===== src/rtl/led_seq_pkg.sv =====
// led_seq_pkg: register indices, mode/state encodings and bounce directions for the LED sequencer
package led_seq_pkg;

    localparam logic [2:0] REG_CTRL    = 3'd0;
    localparam logic [2:0] REG_PERIOD  = 3'd1;
    localparam logic [2:0] REG_PATTERN = 3'd2;
    localparam logic [2:0] REG_STEPS   = 3'd3;

    typedef enum logic [2:0] {
        MODE_STATIC = 3'd0,
        MODE_WALK   = 3'd1,
        MODE_BOUNCE = 3'd2,
        MODE_COUNT  = 3'd3,
        MODE_BLINK  = 3'd4
    } mode_e;

    typedef enum logic [1:0] {
        ST_IDLE = 2'd0,
        ST_RUN  = 2'd1,
        ST_DONE = 2'd2
    } state_e;

    localparam logic DIR_LEFT  = 1'b0;
    localparam logic DIR_RIGHT = 1'b1;

endpackage


===== src/rtl/led_pattern_sequencer_prescaler.sv =====
// led_prescaler: free-running step prescaler, ticks once every period+1 enabled cycles
module led_prescaler #(
    parameter int PRESC_WIDTH = 24
) (
    input  logic                   clk,
    input  logic                   rst,
    input  logic                   clr,
    input  logic [PRESC_WIDTH-1:0] period,
    output logic                   tick
);

    logic [PRESC_WIDTH-1:0] cnt_q;

    // Compare is against the live period so a shortened period ticks on the next cycle
    assign tick = !clr && (cnt_q >= period);

    // Count while enabled, restart from zero on each tick, park at zero while cleared
    always_ff @(posedge clk or posedge rst)
        if (rst)
            cnt_q <= '0;
        else if (clr || tick)
            cnt_q <= '0;
        else
            cnt_q <= cnt_q + PRESC_WIDTH'(1);

endmodule


===== src/rtl/led_pattern_sequencer.sv =====
// led_pattern_sequencer: register-programmed LED pattern generator with a prescaled step FSM
import led_seq_pkg::*;

module led_pattern_sequencer #(
    parameter int LED_WIDTH      = 8,
    parameter int PRESC_WIDTH    = 24,
    parameter int STEP_WIDTH     = 16,
    parameter int DEFAULT_PERIOD = 9_999_999
) (
    input  logic                 S_AXI_ACLK,
    input  logic                 S_AXI_ARESET,
    input  logic                 slv_reg_wren,
    input  logic [2:0]           axi_awaddr,
    input  logic [31:0]          S_AXI_WDATA,
    output logic [LED_WIDTH-1:0] LED,
    output logic                 seq_busy,
    output logic                 seq_done
);

    logic [3:0]             ctrl_q;
    logic [PRESC_WIDTH-1:0] period_q;
    logic [LED_WIDTH-1:0]   pattern_q;
    logic [STEP_WIDTH-1:0]  steps_q;

    state_e                 state_q;
    logic [LED_WIDTH-1:0]   led_q;
    logic [STEP_WIDTH-1:0]  step_cnt_q;
    logic                   dir_q;
    logic                   busy_q;
    logic                   done_q;

    logic                   wr_ctrl;
    logic [2:0]             mode;
    logic [2:0]             wr_mode;
    logic [LED_WIDTH-1:0]   seed;
    logic [LED_WIDTH-1:0]   shifted;
    logic [LED_WIDTH-1:0]   led_d;
    logic                   dir_d;
    logic [STEP_WIDTH:0]    step_inc;
    logic                   last_step;
    logic                   tick;
    logic                   unused_bits;

    assign wr_ctrl     = slv_reg_wren && (axi_awaddr == REG_CTRL);
    assign mode        = ctrl_q[3:1];
    assign wr_mode     = S_AXI_WDATA[3:1];
    assign unused_bits = ^{S_AXI_WDATA, ctrl_q[0]};

    // An empty pattern would leave walk/bounce dark forever, so those modes start from bit 0
    assign seed = (pattern_q == '0 && (wr_mode == MODE_WALK || wr_mode == MODE_BOUNCE))
                  ? LED_WIDTH'(1) : pattern_q;

    // One extra bit keeps the reach-STEPS compare correct when step_cnt wraps in free-run
    assign step_inc  = {1'b0, step_cnt_q} + (STEP_WIDTH+1)'(1);
    assign last_step = (steps_q != '0) && (step_inc >= {1'b0, steps_q});

    assign LED      = led_q;
    assign seq_busy = busy_q;
    assign seq_done = done_q;

    led_prescaler #(
        .PRESC_WIDTH(PRESC_WIDTH)
    ) u_presc (
        .clk   (S_AXI_ACLK),
        .rst   (S_AXI_ARESET),
        .clr   ((state_q != ST_RUN) || wr_ctrl),
        .period(period_q),
        .tick  (tick)
    );

    // Next LED value per mode; bounce turns around based on where the shifted bit lands
    always_comb begin
        shifted = (dir_q == DIR_RIGHT) ? (led_q >> 1) : (led_q << 1);
        dir_d   = (mode != MODE_BOUNCE)     ? dir_q :
                  shifted[LED_WIDTH-1]      ? DIR_RIGHT :
                  shifted[0]                ? DIR_LEFT : dir_q;
        led_d   = (mode == MODE_WALK)   ? {led_q[LED_WIDTH-2:0], led_q[LED_WIDTH-1]} :
                  (mode == MODE_BOUNCE) ? shifted :
                  (mode == MODE_COUNT)  ? led_q + LED_WIDTH'(1) :
                  (mode == MODE_BLINK)  ? ~led_q : pattern_q;
    end

    // Software-visible registers; indices 4-7 decode to nothing
    always_ff @(posedge S_AXI_ACLK or posedge S_AXI_ARESET)
        if (S_AXI_ARESET) begin
            ctrl_q    <= '0;
            period_q  <= PRESC_WIDTH'(DEFAULT_PERIOD);
            pattern_q <= LED_WIDTH'(1);
            steps_q   <= '0;
        end else if (slv_reg_wren) begin
            if (axi_awaddr == REG_CTRL)    ctrl_q    <= S_AXI_WDATA[3:0];
            if (axi_awaddr == REG_PERIOD)  period_q  <= S_AXI_WDATA[PRESC_WIDTH-1:0];
            if (axi_awaddr == REG_PATTERN) pattern_q <= S_AXI_WDATA[LED_WIDTH-1:0];
            if (axi_awaddr == REG_STEPS)   steps_q   <= S_AXI_WDATA[STEP_WIDTH-1:0];
        end

    // Sequencer FSM: a CTRL write overrides any same-cycle tick, otherwise RUN advances per tick
    always_ff @(posedge S_AXI_ACLK or posedge S_AXI_ARESET)
        if (S_AXI_ARESET) begin
            state_q    <= ST_IDLE;
            led_q      <= '0;
            step_cnt_q <= '0;
            dir_q      <= DIR_LEFT;
            busy_q     <= 1'b0;
            done_q     <= 1'b0;
        end else if (wr_ctrl) begin
            step_cnt_q <= '0;
            dir_q      <= DIR_LEFT;
            done_q     <= 1'b0;
            if (S_AXI_WDATA[0]) begin
                state_q <= ST_RUN;
                led_q   <= seed;
                busy_q  <= 1'b1;
            end else begin
                state_q <= ST_IDLE;
                led_q   <= '0;
                busy_q  <= 1'b0;
            end
        end else if (state_q == ST_RUN && tick) begin
            led_q      <= led_d;
            dir_q      <= dir_d;
            step_cnt_q <= step_inc[STEP_WIDTH-1:0];
            if (last_step) begin
                state_q <= ST_DONE;
                busy_q  <= 1'b0;
                done_q  <= 1'b1;
            end
        end

endmodule


===== config.mk =====
export PLATFORM = sky130hd
export DESIGN_NAME = led_pattern_sequencer
export DESIGN_NICKNAME = d
export VERILOG_FILES = /design/src/rtl/led_seq_pkg.sv /design/src/rtl/led_pattern_sequencer_prescaler.sv /design/src/rtl/led_pattern_sequencer.sv
export SDC_FILE = /design/constraint.sdc
export NUM_CORES = 1
export LEC_CHECK = 0
export ABC_AREA = 1
export CAP_MARGIN = 20
export CELL_PAD_IN_SITES_DETAIL_PLACEMENT = 0
export CELL_PAD_IN_SITES_GLOBAL_PLACEMENT = 1
export CORE_AREA = 2 2 131 133
export CTS_CLUSTER_DIAMETER = 40
export DETAILED_ROUTE_END_ITERATION = 6
export DIE_AREA = 0 0 133 135
export PLACE_DENSITY_LB_ADDON = 0.3
export SYNTH_ARGS = -nofsm -noshare
export SYNTH_HDL_FRONTEND = slang
export SYNTH_SLANG_ARGS = --single-unit

===== constraint.sdc =====
create_clock -name S_AXI_ACLK -period 3.2 [get_ports S_AXI_ACLK]
set_input_delay 0.64 -clock S_AXI_ACLK [delete_from_list [all_inputs] [get_ports S_AXI_ACLK]]
set_output_delay 0.64 -clock S_AXI_ACLK [all_outputs]
set_load 0.01 [all_outputs]

# Word-level counts from Yosys, hierarchy flattened
# Index checks and enable logic that the tools add are counted.
# totals
register_bits	105
inputBits	38
output_inout_bits	10
word_cells	79
# op_classes
addsub	3
order_cmp	2
eq_ne	13
muxes	28
bitwise_logic	1
reduce_logical	21
# ops
op	n
8-bit two-way mux	9
16-bit two-way mux	2
24-bit by 1-bit adder with 24-bit output (second input constant)	1
24-bit greater-or-equal comparator	1
24-bit two-way mux	1
16-bit by 1-bit adder with 17-bit output (second input constant)	1
17-bit by 16-bit greater-or-equal comparator with 1-bit output	1
16-bit nonzero test	1
3-bit by 2-bit == test with 1-bit output (second input constant)	5
1-bit two-way mux	13
2-bit AND reduction	5
3-bit by 1-bit == test with 1-bit output (second input constant)	3
8-bit by 1-bit adder with 8-bit output (second input constant)	1
8-bit logical NOT	1
8-bit NOT	1
2-bit two-way mux	3
1-bit logical AND	5
2-bit nonzero test	2
3-bit == test (second input constant)	1
3-bit logical NOT	1
1-bit logical OR	3
3-bit by 2-bit inequality test with 1-bit output (second input constant)	1
3-bit AND reduction	1
3-bit nonzero test	1
4 further kinds	4

# Longest topological paths before layout
# Gate-level depths: netlist of run 1.
# depth
word_depth	8
depth_mapped	21
depth_no_buf	21

# Hierarchy
# Synthesis of run 1 repeated with hierarchy kept, for this count alone.
# hier_totals
hier_cells	847
area_unflattened_um2	6473.7
# by_module_without_submodules
mod	instances	cells_each	area_each_um2	seq_area_each_um2
led_pattern_sequencer	1	559	4446.8	1970.6
led_prescaler	1	288	2026.9	600.6

# Least setup slack after synthesis of run 1
# Ideal clock, no wire load.
# synth_timing
path_type	register to register
startpoint	register step_cnt_q[0]
endpoint	register state_q[0]
setup_time_ns	0.116
arrival_time_ns	2.359
slack_ns	0.724
path_stages_with_launch	21
period_less_slack_ns	2.476
path_cell_list	dfrtp_1 ha_1 nand3_1 nor2_1 nand2_1 nor2_1 nand3_1 nor2_1 xor2_1 ha_1 nand2_1 nor2_1 nand3_1 o21ai_0 nand2_1 nand2_1 nor2_1 nand2_1 nand3_1 nand2_1 nand2_1
# synth_via
elab_chain_len	5
# synth_rtl
element	line	rtl
start: declaration	led_pattern_sequencer.sv:27	logic [STEP_WIDTH-1:0] step_cnt_q;
start signal: assignment	led_pattern_sequencer.sv:122	step_cnt_q <= step_inc[STEP_WIDTH-1:0];
16-bit by 1-bit adder with 17-bit output	led_pattern_sequencer.sv:54	assign step_inc = {1'b0, step_cnt_q} + (STEP_WIDTH+1)'(1);
17-bit by 16-bit greater-or-equal comparator with 1-bit output	led_pattern_sequencer.sv:55	assign last_step = (steps_q != '0) && (step_inc >= {1'b0, steps_q});
1-bit logical AND	led_pattern_sequencer.sv:55	
2-bit nonzero test (no line)	-	
2-bit AND reduction (no line)	-	
end signal: assignment	led_pattern_sequencer.sv:100	state_q <= ST_IDLE;
end signal: assignment	led_pattern_sequencer.sv:111	state_q <= ST_RUN;
end signal: assignment	led_pattern_sequencer.sv:115	state_q <= ST_IDLE;
end: declaration	led_pattern_sequencer.sv:25	state_e state_q;
# No other way between the ends.
# A chain may end at the register's enable or synchronous reset.

# Worst setup path in the final report of run 1
# Same ends and word-level chain as after synthesis.

==> out/metrics.csv, run 1 <==
metric,value,unit
synth_cells,841,
drv_slew,0,
post-route-cell-area,7270,um^2
num_rows,47,
die_w,133,um
cp_common_cell,nand2_1,
crit_chain,"ha_1, nand3_1, nor2_2, nand2_1, nor2_1, nand3_1, nor2_1, xor2_1, ha_1, nand2_1, nor2_1, nand3_1, o21ai_0, nand2_1, nand2_1, nor2_1, nand2_1, nand3_1, nand2_1, nand2_1",
cts.sinks,102,
path_buf_inv,0,
crit_path_start_kind,register,
die_area,18000,um^2
fin_setup_tns,0,ps
final_cells,1108,
ys_seq_area_frac,0.408,
p_leak,3.59,nW
relSlewSlack,0.549,
slowest_stage,dfrtp_2,
hold_buffers,0,
wire_per_inst,13.4,um
p_per_area,505,nW/um^2
ant_nets,0,
yosys.area.top_type,dfrtp_1,
r2r_cells,20,
maxCapViolations,0,
dp_cells,1092,
antenna_found_initial,0,
required,3460,ps
synth_area_leaders,"dfrtp_1 (35%), nand2_1 (14%), ha_1 (8.5%)",
yosysWarnings,0,
clock.fmax,364,MHz
ys_ff_latch,102,
skew,8.98,ps
first_iter_violations,314,
grt_setup_unrepaired,no,
period_share,0.859,
finalSetupViolCount,0,
viasPerCell,4.79,
dpl-instance-area,6970,um^2
grt_pass1_wl,25500,um
drc,0,
syn_area,6310,um^2
start_util,0.385,
portBuffers,39,
ioPinCount,48,
grt_overflow,0,
synth_edf_count,0,
firstDrtPassIters,5,
cts_buffer_depth,2,
fin_crit,2750,ps
critPathKind,reg -> reg,
dp_hpwl,11200,um
worstPathArrival,3010,ps
grt_pass1_vias,5083,
endpoint_kind,register,
die_h,135,um
status,finished clean,
routed_wl,14800,um
syn_area_per_cell,7.50,um^2
track_usage,0.178,
synth_fp_nets,922,
tightestPinTransition,675,ps
async_flop_share,1.00,
syn2layout_area_growth,15.3,%
crit_fanout,5,
cts_tree,yes,
core_area,16400,um^2
max_stage_delay,410,ps
clk_pin_slew,70,ps
ys.flop_type,dfrtp_1,
numCtsBuffers,9,
ir_drop,0.317,mV
synth_cell_types,44,
synth_most_common_cell,nand2_1,
h-tree-depth,3,
drive_gt1_frac,0.0709,
antennaDiodeCount,0,
cp_top_family,simple AND/OR/NAND/NOR gates,
cp.depth,20,
synth_top_cell_area_share,0.345,
holdWs,483,ps
yosys-top-cells-count,"nand2_1 (230), inv_1 (124), dfrtp_1 (87)",
worst_skew_pair.late_latency,360,ps
gp_congestion,0.846,
num_vias,5308,
hp-class,reg -> reg,
root_buffer,clkbuf_16,
grt_max_degree,49,
finalHoldViolCount,0,
min_delay_path_depth,2,
nets,964,
[metal layers]
layer / wire length [um] / global-route usage / part of all wire
met5: 0 / 0 / 0
met3: 698 / 0.0428 / 0.047
met2: 6340 / 0.262 / 0.43
met4: 168 / 0.0490 / 0.011
met1: 7630 / 0.261 / 0.51
[path summary, 6_finish.rpt]
kind                                           start                        to  slack [ps]
setup / recovery           step_cnt_q[0]$_DFFE_PP0P_    state_q[0]$_DFFE_PP0P_         450
hold / removal              period_q[20]$_DFFE_PP1P_  period_q[20]$_DFFE_PP1P_         480
setup reg to reg           step_cnt_q[0]$_DFFE_PP0P_    state_q[0]$_DFFE_PP0P_         450
hold reg to reg             period_q[20]$_DFFE_PP1P_  period_q[20]$_DFFE_PP1P_         480
max in group asynchronous               S_AXI_ARESET  period_q[19]$_DFFE_PP1P_        1700
min in group asynchronous               S_AXI_ARESET    steps_q[8]$_DFFE_PP0P_         730
[cell type report]
cell class	instances	area, um^2
timing repair buffer	48	470
tap	220	275
fill	1711	9130
clock buffer	11	243
clock inverter	5	58.8
inverter	130	495
multi-input combinational	592	3160
sequential	102	2570
[metrics by stage]
step                      setup slack (ps)  utilization  total power, mW
final                                  451        0.443             3.67
after global routing                  37.6        0.443             3.95
after CTS                              330        0.443             3.74
after detailed placement               347        0.425             2.58
after global placement                 338        0.425             2.57
after floorplan                        724            -             2.26
[worst min-delay path, stage by stage, from the launching register on]
cell and delay, ps:
dfstp_2 360, inv_1 60, a21oi_1 60
[cell families after synthesis]
| family | count (synthesis) | synth area share |
|---|---|---|
| and+or+nand+nor | 403 | 0.277 |
| buffers and inverters | 147 | 0.0922 |
| AOI/OAI and AO/OA | 121 | 0.103 |
| DFF | 102 | 0.408 |
| adders and majority gates | 43 | 0.0853 |
| xor gates and xnor gates | 24 | 0.0333 |
| muxes | 1 | 0.00159 |
[flip-flops by register name, summed over array words and instances, names as in the netlist]
signal,count
LED,8
step_cnt_q,16
state_q,2
ctrl_q,3
u_presc.cnt_q,24
pattern_q,8
period_q,24
dir_q,1
steps_q,16
[cell usage in the layout, fill, tap and decap left out, drive strengths merged, types with 2 or more instances in the layout]
master	Yosys	layout
a21o	2	2
a21oi	32	32
a31oi	3	3
buf	6	9
clkbuf	11	11
clkdlybuf4s50	0	39
clkinv	2	4
clkinvlp	0	3
dfrtp	87	87
dfstp	15	15
ha	43	43
inv	128	127
nand2	234	234
nand3	36	36
nand4	17	17
nor2	75	75
nor3	23	23
nor3b	3	3
nor4	12	12
o211ai	4	4
o21ai	67	67
o22ai	8	8
or2	3	3
xnor2	6	6
xor2	18	18
[where the power goes]
part,switching (mW),internal [mW]
registers,0.181,1.49
clock network,0.495,0.628
logic,0.505,0.374
total,1.18,2.49
[what timing repair did]
item	CTS	global route
setup endpoints to repair	0	2
gates resized for setup	0	2
buffers inserted	0	0
Note: power is estimated with default switching activity, not from simulation.
==> run 2, diff against run 1 <==
- GPL_TIMING_DRIVEN: unset -> 0
==> out/metrics.csv, run 2 (same netlist as run 1, synthesis figures left out) <==
metric,value,unit,change
status,finished clean,,
dp_hpwl,12200,um,+9.7%
skew,10.3,ps,+1.31 ps
tightestPinTransition,679,ps,+4.74 ps
nets,974,,+1.0%
track_usage,0.192,,+0.0143
grt_max_degree,41,,-16%
portBuffers,39,,unchanged
hp-class,reg -> reg,,
antennaDiodeCount,0,,unchanged
final_cell_mix,"nand2_1 (230), inv_1 (123), dfrtp_1 (86)",,
drv_slew,0,,unchanged
root_buffer,clkbuf_16,,
clock.fmax,355,MHz,-2.5%
r2r_cells,20,,unchanged
ir_drop,0.275,mV,-13%
grt_overflow,0,,unchanged
num_vias,5465,,+3.0%
num_rows,47,,unchanged
r2r_setup_slack,380,ps,-70 ps
first_iter_violations,379,,+21%
firstDrtPassIters,4,,-1
viasPerCell,4.89,,+2.0%
power,3.66,mW,-0.39%
ioPinCount,48,,unchanged
drc,0,,unchanged
required,3450,ps,about the same
dpl-instance-area,7020,um^2,+0.72%
core_area,16400,um^2,unchanged
fin_setup_tns,0,ps,unchanged
finalHoldViolCount,0,,unchanged
crit_path_start_kind,register,,
start_util,0.385,,unchanged
die_h,135,um,unchanged
antenna_found_initial,0,,unchanged
routed_wl,16100,um,+8.8%
drive_gt1_frac,0.0690,,-0.00190
clk_pin_slew,70,ps,about the same
relSlewSlack,0.545,,-0.00389
p_leak,3.60,nW,+0.27%
cts_tree,yes,,
maxCapViolations,0,,unchanged
rr_startpoint,step_cnt_q[0]$_DFFE_PP0P_,,
endpoint_kind,register,,
fill_cells,1678,,-1.9%
p_per_area,500,nW/um^2,-0.89%
hold_buffers,0,,unchanged
period_share,0.881,,+0.0218
numCtsBuffers,9,,unchanged
min_delay_path_depth,2,,unchanged
grt_pass1_vias,5202,,+2.3%
final_common_cell,nand2_1,,
worst_skew_pair.late_latency,360,ps,about the same
final_cells,1118,,+0.90%
post-route-cell-area,7310,um^2,+0.50%
grt_pass1_wl,27300,um,+7.0%
wire_per_inst,14.4,um,+7.9%
gp_congestion,0.843,,-0.39%
cts_buffer_depth,2,,unchanged
rr_endpoint,state_q[0]$_DFFE_PP0P_,,
cts.sinks,102,,unchanged
crit_fanout,5,,unchanged
worstPathArrival,3070,ps,+60 ps
finalSetupViolCount,0,,unchanged
ant_nets,0,,unchanged
critPathKind,reg -> reg,,
dp_cells,1102,,+0.92%
critPathLaunch,step_cnt_q[0]$_DFFE_PP0P_,,
grt_setup_unrepaired,no,,
syn2layout_area_growth,15.9,%,
cp-endpoint,state_q[0]$_DFFE_PP0P_,,
die_w,133,um,unchanged
h-tree-depth,3,,unchanged
top_regs,"period_q: 24 flops, u_presc.cnt_q: 24 flops",,
die_area,18000,um^2,unchanged
fin_crit,2820,ps,+69.9 ps
[run 2: stage by stage]
stage | worst slack (ps) | hold slack, ps | util
finish | 381 | 492 | 0.446
CTS | 168 | 496 | 0.445
global placement | 186 | 470 | 0.425
detailed placement | 178 | 479 | 0.428
floorplan | 724 | 453 | -
global route | 47.0 | 509 | 0.446
[run 2: how the worst min path moves through the flow]
stage                        startpoint                       end  slack [ps]
6_report       period_q[19]$_DFFE_PP1P_  period_q[19]$_DFFE_PP1P_         490
5_1_grt        period_q[20]$_DFFE_PP1P_  period_q[20]$_DFFE_PP1P_         510
4_1_cts        period_q[13]$_DFFE_PP0P_  period_q[13]$_DFFE_PP0P_         500
3_5_place_dp   period_q[13]$_DFFE_PP0P_  period_q[13]$_DFFE_PP0P_         480
3_3_place_gp    period_q[7]$_DFFE_PP0P_   period_q[7]$_DFFE_PP0P_         470
2_1_floorplan  period_q[11]$_DFFE_PP0P_  period_q[11]$_DFFE_PP0P_         450
[run 2: where the power goes]
group	internal (mW)	switching, mW
sequential	1.49	0.173
clock	0.557	0.526
combinational	0.380	0.534
[run 2: worst max-delay path: stages, from the launching register on]
cell and delay, ps:
dfrtp_2 410, ha_1 210, nand3_2 130, nor2_4 130
nand2_1 80, nor2_1 150, nand3_1 140, nor2_1 140
xor2_1 250, ha_1 190, nand2_1 70, nor2_1 100
nand3_1 70, o21ai_0 160, nand2_1 70, nand2_1 60
nor2_1 40, nand2_1 60, nand3_1 130, nand2_1 100
nand2_1 50
[run 2: area by class of cell]
type | instances | area [um^2] | area share
inverters | 130 | 495 | 0.0678
flip-flops and latches | 102 | 2570 | 0.352
plain buffers | 17 | 90.1 | 0.0123
clock inverters | 4 | 31.3 | 0.00428
clock buffers | 12 | 246 | 0.0337
repair buffers | 41 | 430 | 0.0589
well taps | 220 | 275 | 0.0377
multi-input cells | 592 | 3170 | 0.433
[run 2: repair_timing]
action / in CTS / in global routing
gates resized for setup: 0 / 4
setup endpoints to repair: 0 / 2
setup buffers: 0 / 0
[run 2: routing by layer]
metal	part of all wire	wire length (um)	global-route usage	vias to the layer above
li1	-	-	-	2825
met1	0.54	8640	0.298	2535
met2	0.42	6710	0.270	87
met3	0.033	532	0.0330	18
met4	0.016	265	0.0597	0
met5	0	0	0	-
